--- src/rtl/control_unit_pkg.sv ---
// Shared encodings for the teaching-CPU controller.
// CONTROL_UNIT_STEP_EN adds the single-step wait state.
package control_unit_pkg;

  localparam logic [2:0] OP_HALT  = 3'b000;
  localparam logic [2:0] OP_LOAD  = 3'b001;
  localparam logic [2:0] OP_STORE = 3'b010;
  localparam logic [2:0] OP_ADD   = 3'b011;
  localparam logic [2:0] OP_SUB   = 3'b100;
  localparam logic [2:0] OP_INPUT = 3'b101;
  localparam logic [2:0] OP_JZ    = 3'b110;
  localparam logic [2:0] OP_JPOS  = 3'b111;

  localparam logic [1:0] ASEL_ALU = 2'b00;
  localparam logic [1:0] ASEL_IN  = 2'b01;
  localparam logic [1:0] ASEL_RAM = 2'b10;

  typedef enum logic [3:0] {
    S_START     = 4'd0,
    S_FETCH     = 4'd1,
    S_DECODE    = 4'd2,
    S_LOAD      = 4'd3,
    S_STORE     = 4'd4,
    S_ADD       = 4'd5,
    S_SUB       = 4'd6,
    S_INPUT     = 4'd7,
    S_JZ        = 4'd8,
    S_JPOS      = 4'd9,
`ifdef CONTROL_UNIT_STEP_EN
    S_HALT      = 4'd10,
    S_STEP_WAIT = 4'd11
`else
    S_HALT      = 4'd10
`endif
  } state_t;

  function automatic state_t exec_state(
    input logic [2:0] op
  );
    state_t s;
    unique case (op)
      OP_HALT:  s = S_HALT;
      OP_LOAD:  s = S_LOAD;
      OP_STORE: s = S_STORE;
      OP_ADD:   s = S_ADD;
      OP_SUB:   s = S_SUB;
      OP_INPUT: s = S_INPUT;
      OP_JZ:    s = S_JZ;
      default:  s = S_JPOS;
    endcase
    return s;
  endfunction

endpackage

--- src/rtl/control_unit_if.sv ---
// Controller <-> datapath bundle: opcode/flags/Enter in,
// datapath controls and debug state out.
interface control_unit_if;

  logic [2:0] IR;
  logic       Aeq0;
  logic       Apos;
  logic       Enter;
  logic       IRload;
  logic       JMPmux;
  logic       PCload;
  logic       Meminst;
  logic       MemWr;
  logic       Aload;
  logic       Sub;
  logic [1:0] Asel;
  logic       Halt;
  logic [3:0] State;

  modport master (
    input  IR, Aeq0, Apos, Enter,
    output IRload, JMPmux, PCload, Meminst,
    output MemWr, Aload, Sub, Asel, Halt, State
  );

  modport slave (
    output IR, Aeq0, Apos, Enter,
    input  IRload, JMPmux, PCload, Meminst,
    input  MemWr, Aload, Sub, Asel, Halt, State
  );

endinterface

--- src/rtl/control_unit_edge_detect.sv ---
// Rising-edge detector for operator strobes; the history
// register samples every cycle so a held level fires once.
module edge_detect (
  input  logic Clock,
  input  logic Reset,
  input  logic d,
  output logic rise
);

  logic prev;

  always_ff @(posedge Clock or negedge Reset) begin
    if (!Reset) prev <= 1'b0;
    else        prev <= d;
  end

  assign rise = d & ~prev;

endmodule

--- src/rtl/control_unit.sv ---
// Fetch/decode/execute Moore controller for the 8-bit CPU.
// CONTROL_UNIT_STEP_EN adds Step and the STEP_WAIT state.
module control_unit
  import control_unit_pkg::*;
(
  input  logic Clock,
  input  logic Reset,
`ifdef CONTROL_UNIT_STEP_EN
  input  logic Step,
`endif
  control_unit_if.master bus
);

`ifdef CONTROL_UNIT_STEP_EN
  localparam state_t RESUME = S_STEP_WAIT;
  logic step_rise;

  edge_detect u_step_ed (
    .Clock (Clock),
    .Reset (Reset),
    .d     (Step),
    .rise  (step_rise)
  );
`else
  localparam state_t RESUME = S_FETCH;
`endif

  state_t state;
  state_t nxt;
  logic   enter_rise;

  edge_detect u_enter_ed (
    .Clock (Clock),
    .Reset (Reset),
    .d     (bus.Enter),
    .rise  (enter_rise)
  );

  always_ff @(posedge Clock or negedge Reset) begin
    if (!Reset) state <= S_START;
    else        state <= nxt;
  end

  always_comb begin
    nxt = state;
    unique case (state)
      S_START:  nxt = RESUME;
      S_FETCH:  nxt = S_DECODE;
      S_DECODE: nxt = exec_state(bus.IR);
      S_LOAD,
      S_STORE,
      S_ADD,
      S_SUB,
      S_JZ,
      S_JPOS:   nxt = RESUME;
      S_INPUT:  nxt = enter_rise ? RESUME : S_INPUT;
      S_HALT:   nxt = S_HALT;
`ifdef CONTROL_UNIT_STEP_EN
      S_STEP_WAIT:
        nxt = step_rise ? S_FETCH : S_STEP_WAIT;
`endif
      default:  nxt = S_START;
    endcase
  end

  // Outputs follow the state; only Aload/PCload look at
  // the edge and flag inputs within their own state.
  always_comb begin
    bus.IRload  = 1'b0;
    bus.JMPmux  = 1'b0;
    bus.PCload  = 1'b0;
    bus.Meminst = 1'b0;
    bus.MemWr   = 1'b0;
    bus.Aload   = 1'b0;
    bus.Sub     = 1'b0;
    bus.Asel    = ASEL_ALU;
    bus.Halt    = 1'b0;
    unique case (state)
      S_FETCH: begin
        bus.IRload = 1'b1;
        bus.PCload = 1'b1;
      end
      S_DECODE: bus.Meminst = 1'b1;
      S_LOAD: begin
        bus.Meminst = 1'b1;
        bus.Asel    = ASEL_RAM;
        bus.Aload   = 1'b1;
      end
      S_STORE: begin
        bus.Meminst = 1'b1;
        bus.MemWr   = 1'b1;
      end
      S_ADD: begin
        bus.Meminst = 1'b1;
        bus.Aload   = 1'b1;
      end
      S_SUB: begin
        bus.Meminst = 1'b1;
        bus.Sub     = 1'b1;
        bus.Aload   = 1'b1;
      end
      S_INPUT: begin
        bus.Asel  = ASEL_IN;
        bus.Aload = enter_rise;
      end
      S_JZ: begin
        bus.JMPmux = 1'b1;
        bus.PCload = bus.Aeq0;
      end
      S_JPOS: begin
        bus.JMPmux = 1'b1;
        bus.PCload = bus.Apos;
      end
      S_HALT: bus.Halt = 1'b1;
      default: ;
    endcase
  end

  assign bus.State = state;

endmodule

--- src/flat_wrapper.sv ---
// flat-port wrapper written by rule: the top's interface ports become plain ports
module control_unit_flat import control_unit_pkg::*;
  (Clock, Reset, bus_IR, bus_Aeq0, bus_Apos, bus_Enter, bus_IRload, bus_JMPmux, bus_PCload, bus_Meminst, bus_MemWr, bus_Aload, bus_Sub, bus_Asel, bus_Halt, bus_State);
  control_unit_if bus_i ();
  input  logic Clock;
  input  logic Reset;
  input wire logic [$bits(bus_i.IR)-1:0] bus_IR;
  input wire logic [$bits(bus_i.Aeq0)-1:0] bus_Aeq0;
  input wire logic [$bits(bus_i.Apos)-1:0] bus_Apos;
  input wire logic [$bits(bus_i.Enter)-1:0] bus_Enter;
  output wire logic [$bits(bus_i.IRload)-1:0] bus_IRload;
  output wire logic [$bits(bus_i.JMPmux)-1:0] bus_JMPmux;
  output wire logic [$bits(bus_i.PCload)-1:0] bus_PCload;
  output wire logic [$bits(bus_i.Meminst)-1:0] bus_Meminst;
  output wire logic [$bits(bus_i.MemWr)-1:0] bus_MemWr;
  output wire logic [$bits(bus_i.Aload)-1:0] bus_Aload;
  output wire logic [$bits(bus_i.Sub)-1:0] bus_Sub;
  output wire logic [$bits(bus_i.Asel)-1:0] bus_Asel;
  output wire logic [$bits(bus_i.Halt)-1:0] bus_Halt;
  output wire logic [$bits(bus_i.State)-1:0] bus_State;
  assign bus_i.IR = bus_IR;
  assign bus_i.Aeq0 = bus_Aeq0;
  assign bus_i.Apos = bus_Apos;
  assign bus_i.Enter = bus_Enter;
  assign bus_IRload = bus_i.IRload;
  assign bus_JMPmux = bus_i.JMPmux;
  assign bus_PCload = bus_i.PCload;
  assign bus_Meminst = bus_i.Meminst;
  assign bus_MemWr = bus_i.MemWr;
  assign bus_Aload = bus_i.Aload;
  assign bus_Sub = bus_i.Sub;
  assign bus_Asel = bus_i.Asel;
  assign bus_Halt = bus_i.Halt;
  assign bus_State = bus_i.State;
  control_unit u_core (.Clock(Clock), .Reset(Reset), .bus(bus_i));
endmodule
--- config.mk ---
export PLATFORM = sky130hd
export DESIGN_NAME = control_unit_flat
export DESIGN_NICKNAME = d
export VERILOG_FILES = /design/src/rtl/control_unit_pkg.sv /design/src/rtl/control_unit_if.sv /design/src/rtl/control_unit_edge_detect.sv /design/src/rtl/control_unit.sv /design/src/flat_wrapper.sv
export SDC_FILE = /design/constraint.sdc
export NUM_CORES = 1
export LEC_CHECK = 0
export CAP_MARGIN = 20
export CORE_AREA = 2 2 39 41
export CTS_CLUSTER_DIAMETER = 30
export DETAILED_ROUTE_END_ITERATION = 10
export DIE_AREA = 0 0 41 43
export SYNTH_ARGS = -nofsm -noshare
export SYNTH_HDL_FRONTEND = slang
export SYNTH_SLANG_ARGS = --single-unit
export TNS_END_PERCENT = 10
--- constraint.sdc ---
create_clock -name Clock -period 1.65 [get_ports Clock]
set_input_delay 0.33 -clock Clock [delete_from_list [all_inputs] [get_ports Clock]]
set_output_delay 0.33 -clock Clock [all_outputs]
set_load 0.005 [all_outputs]
==> results_dict.tcl <==
set metrics [dict create \
    r2r_cells 4 \
    core_area_mm2 0.001384 \
    nets 96 \
    r2r-end "u_core.bus.State[2]$_DFF_PN0_" \
    syn_area_um2 349.1 \
    drv_slew 0 \
    hold_viol 0 \
    portBuffers 21 \
    synth.area.top_cells "dfrtp_1 36%, nor3_1 8.6%, a211oi_1 4.3%" \
    ir_drop_mv 0.7026 \
    dr_total_vias 486 \
    finClkSkew_ps 1.001 \
    dp_cells 95 \
    endpoint "bus_Aload" \
    cts_tree "yes" \
    ys_warn_count 0 \
    area_growth_syn_to_layout_pct 128.0 \
    crit_start "u_core.bus.State[2]$_DFF_PN0_" \
    cts.path.max_buffers 2 \
    yosysTopAreaCell "dfrtp_1" \
    worstPathArrival_ps 1510 \
    drc 0 \
    grt_pass1_wl_um 1890 \
    syn_nets 50 \
    required_ps 1320 \
    post-place-ws_ps -337.7 \
    tightest_slew_ps 263.9 \
    yosysUniqueCellTypes 24 \
    firstDrtPassIters 3 \
    rsz0062_at_grt "true" \
    r2r_start "u_core.bus.State[2]$_DFF_PN0_" \
    grt_max_degree 9 \
    tns_ps -468.7 \
    antenna_left 0 \
    antenna_found_initial 0 \
    clock_latency_ps 240 \
    row_count 14 \
    avgSynthCellArea_um2 8.312 \
    cp_max_fo 5 \
    grt_overflow_total 0 \
    synth_top_area_share 0.3584 \
    clock.fmax_mhz 544.5 \
    drt_wl_total_um 1190 \
    dieArea_mm2 0.001763 \
    viasPerCell 4.718 \
    setup_slack_ps -186.5 \
    gp_congestion 0.8022 \
    grt_pass1_vias 473 \
    hold_class "input port to asynchronous set/reset pin" \
    critPathLaunchType "flip-flop" \
    pin_count 22 \
    syn_inst 42 \
    grt_usage 0.1574 \
    n_antenna_cell 0 \
    violations "setup timing" \
    cts_sinks 5 \
    ff2ff_setup_slack_ps 380 \
    cap_violations 0 \
    leakagePower_nw 0.4177 \
    status "finished, violations left" \
    die_x_um 41 \
    worstSetupPathType "flip-flop to primary output" \
    setup-violations-final 3 \
    fin_cells 103 \
    maxSlewHeadroom 0.8233 \
    pwr_density_cell_mw_per_mm2 1527 \
    avgRoutedWirePerCell_um 11.55 \
    clkSlewWorstSetupHoldPaths_ps 50 \
    die_h_um 43 \
    place_hpwl_um 907.2 \
    synth_seq_area_share 0.3584 \
    numCtsBuffers 3 \
    root_buffer "clkbuf_4" \
    layout-drive-gt1-share 0.4943 \
    total_power_mw 1.215 \
    layout_commonest_cell "buf_4" \
    layout_common_cells "23 x buf_4, 9 x clkdlybuf4s50_1, 4 x nand2_1, 4 x dlygate4sd2_1, 4 x dfrtp_2" \
    holdBufCountCts 0 \
    drtIter0Drc 7 \
    ys_ff_latch 5 \
    start_util 0.2523 \
    endpoint_kind "primary output" \
    period_share 1.113 \
    finalCriticalPeriod_ps 1837 \
    htreeDepth 1 \
]
[stage by stage]
| step | util | hold WS [ps] | instance area (um2) |
|---|---|---|---|
| after floorplan | - | 34.41 | 349.1 |
| after global placement | 0.5109 | 571.6 | 706.9 |
| after detailed placement | 0.5109 | 579.0 | 706.9 |
| after CTS | 0.5470 | 310.7 | 757.0 |
| after global routing | 0.5750 | 310.1 | 795.8 |
| final | 0.5750 | 316.8 | 795.8 |
[per-layer routing]
layer | share of wire | GRT usage | up-vias
met5 | 0 | 0 | -
met4 | 0 | 0.1200 | 0
met3 | 0.042 | 0 | 0
met2 | 0.53 | 0.2438 | 11
met1 | 0.43 | 0.1961 | 232
li1 | - | - | 243
[cell type report]
class | count | area (um2)
clock buffer | 4 | 26.28
fill | 130 | 588.1
inverter | 2 | 7.507
multi-input combinational | 32 | 234.0
sequential | 5 | 130.1
tap | 16 | 20.02
timing repair buffer | 44 | 377.9
[cell usage after synthesis]
library cell,instances
a21o_1,1
nor3_1,6
a31oi_1,1
a211oi_1,2
mux2_2,1
o2111a_1,1
clkbuf_2,1
nor4b_2,1
or3_1,1
dfrtp_1,5
o21ai_0,2
and2_1,1
nand4_1,1
a211o_2,1
a21oi_1,1
nor2_1,3
inv_1,1
nand2b_1,2
buf_2,2
xnor2_1,1
nand3_1,1
inv_2,1
nand2_1,4
a21oi_2,1
[cells by family (layout without fill, tap and decap cells)]
kind of cell / Yosys count / in the layout / share of synthesized area
simple gates: 20 / 20 / 0.3082
compound gates: 10 / 10 / 0.2115
flops: 5 / 5 / 0.3584
buf+inv: 5 / 50 / 0.06448
xor+xnor: 1 / 1 / 0.02509
mux: 1 / 1 / 0.03226
[flip-flops by register name, summed over array words and instances (netlist names)]
| signal | count |
|---|---|
| u_core.bus.State | 4 |
| u_core.u_enter_ed.prev | 1 |
[worst min path at each step]
stage | startpoint | end | slack, ps | depth (start not counted)
after floorplan | Reset | u_core.bus.State[0]$_DFF_PN0_ | 30 | 0
after global placement | Reset | u_core.u_enter_ed.prev$_DFF_PN0_ | 570 | 1
after detailed placement | Reset | u_core.u_enter_ed.prev$_DFF_PN0_ | 580 | 1
final | Reset | u_core.bus.State[3]$_DFF_PN0_ | 320 | 1
after global routing | Reset | u_core.bus.State[3]$_DFF_PN0_ | 310 | 1
after CTS | Reset | u_core.bus.State[0]$_DFF_PN0_ | 310 | 1
[critical path: stages (launching register included)]
cell and delay [ps]:
dfrtp_2 430, buf_4 150, and2_1 190, o2111a_1 230
dlygate4sd2_1 250
[timing repair]
item                                    CTS  global route
buffers inserted                          1             3
endpoints found under the setup margin   14            13
resized for setup                        19            12
pin swaps                                 1             0
[power breakdown]
group	total (mW)	internal, mW	switching (mW)
Clock	0.146	0.0917	0.0543
Sequential	0.223	0.168	0.0552
Combinational	0.846	0.522	0.325
Power figures use the tool's default switching activity.
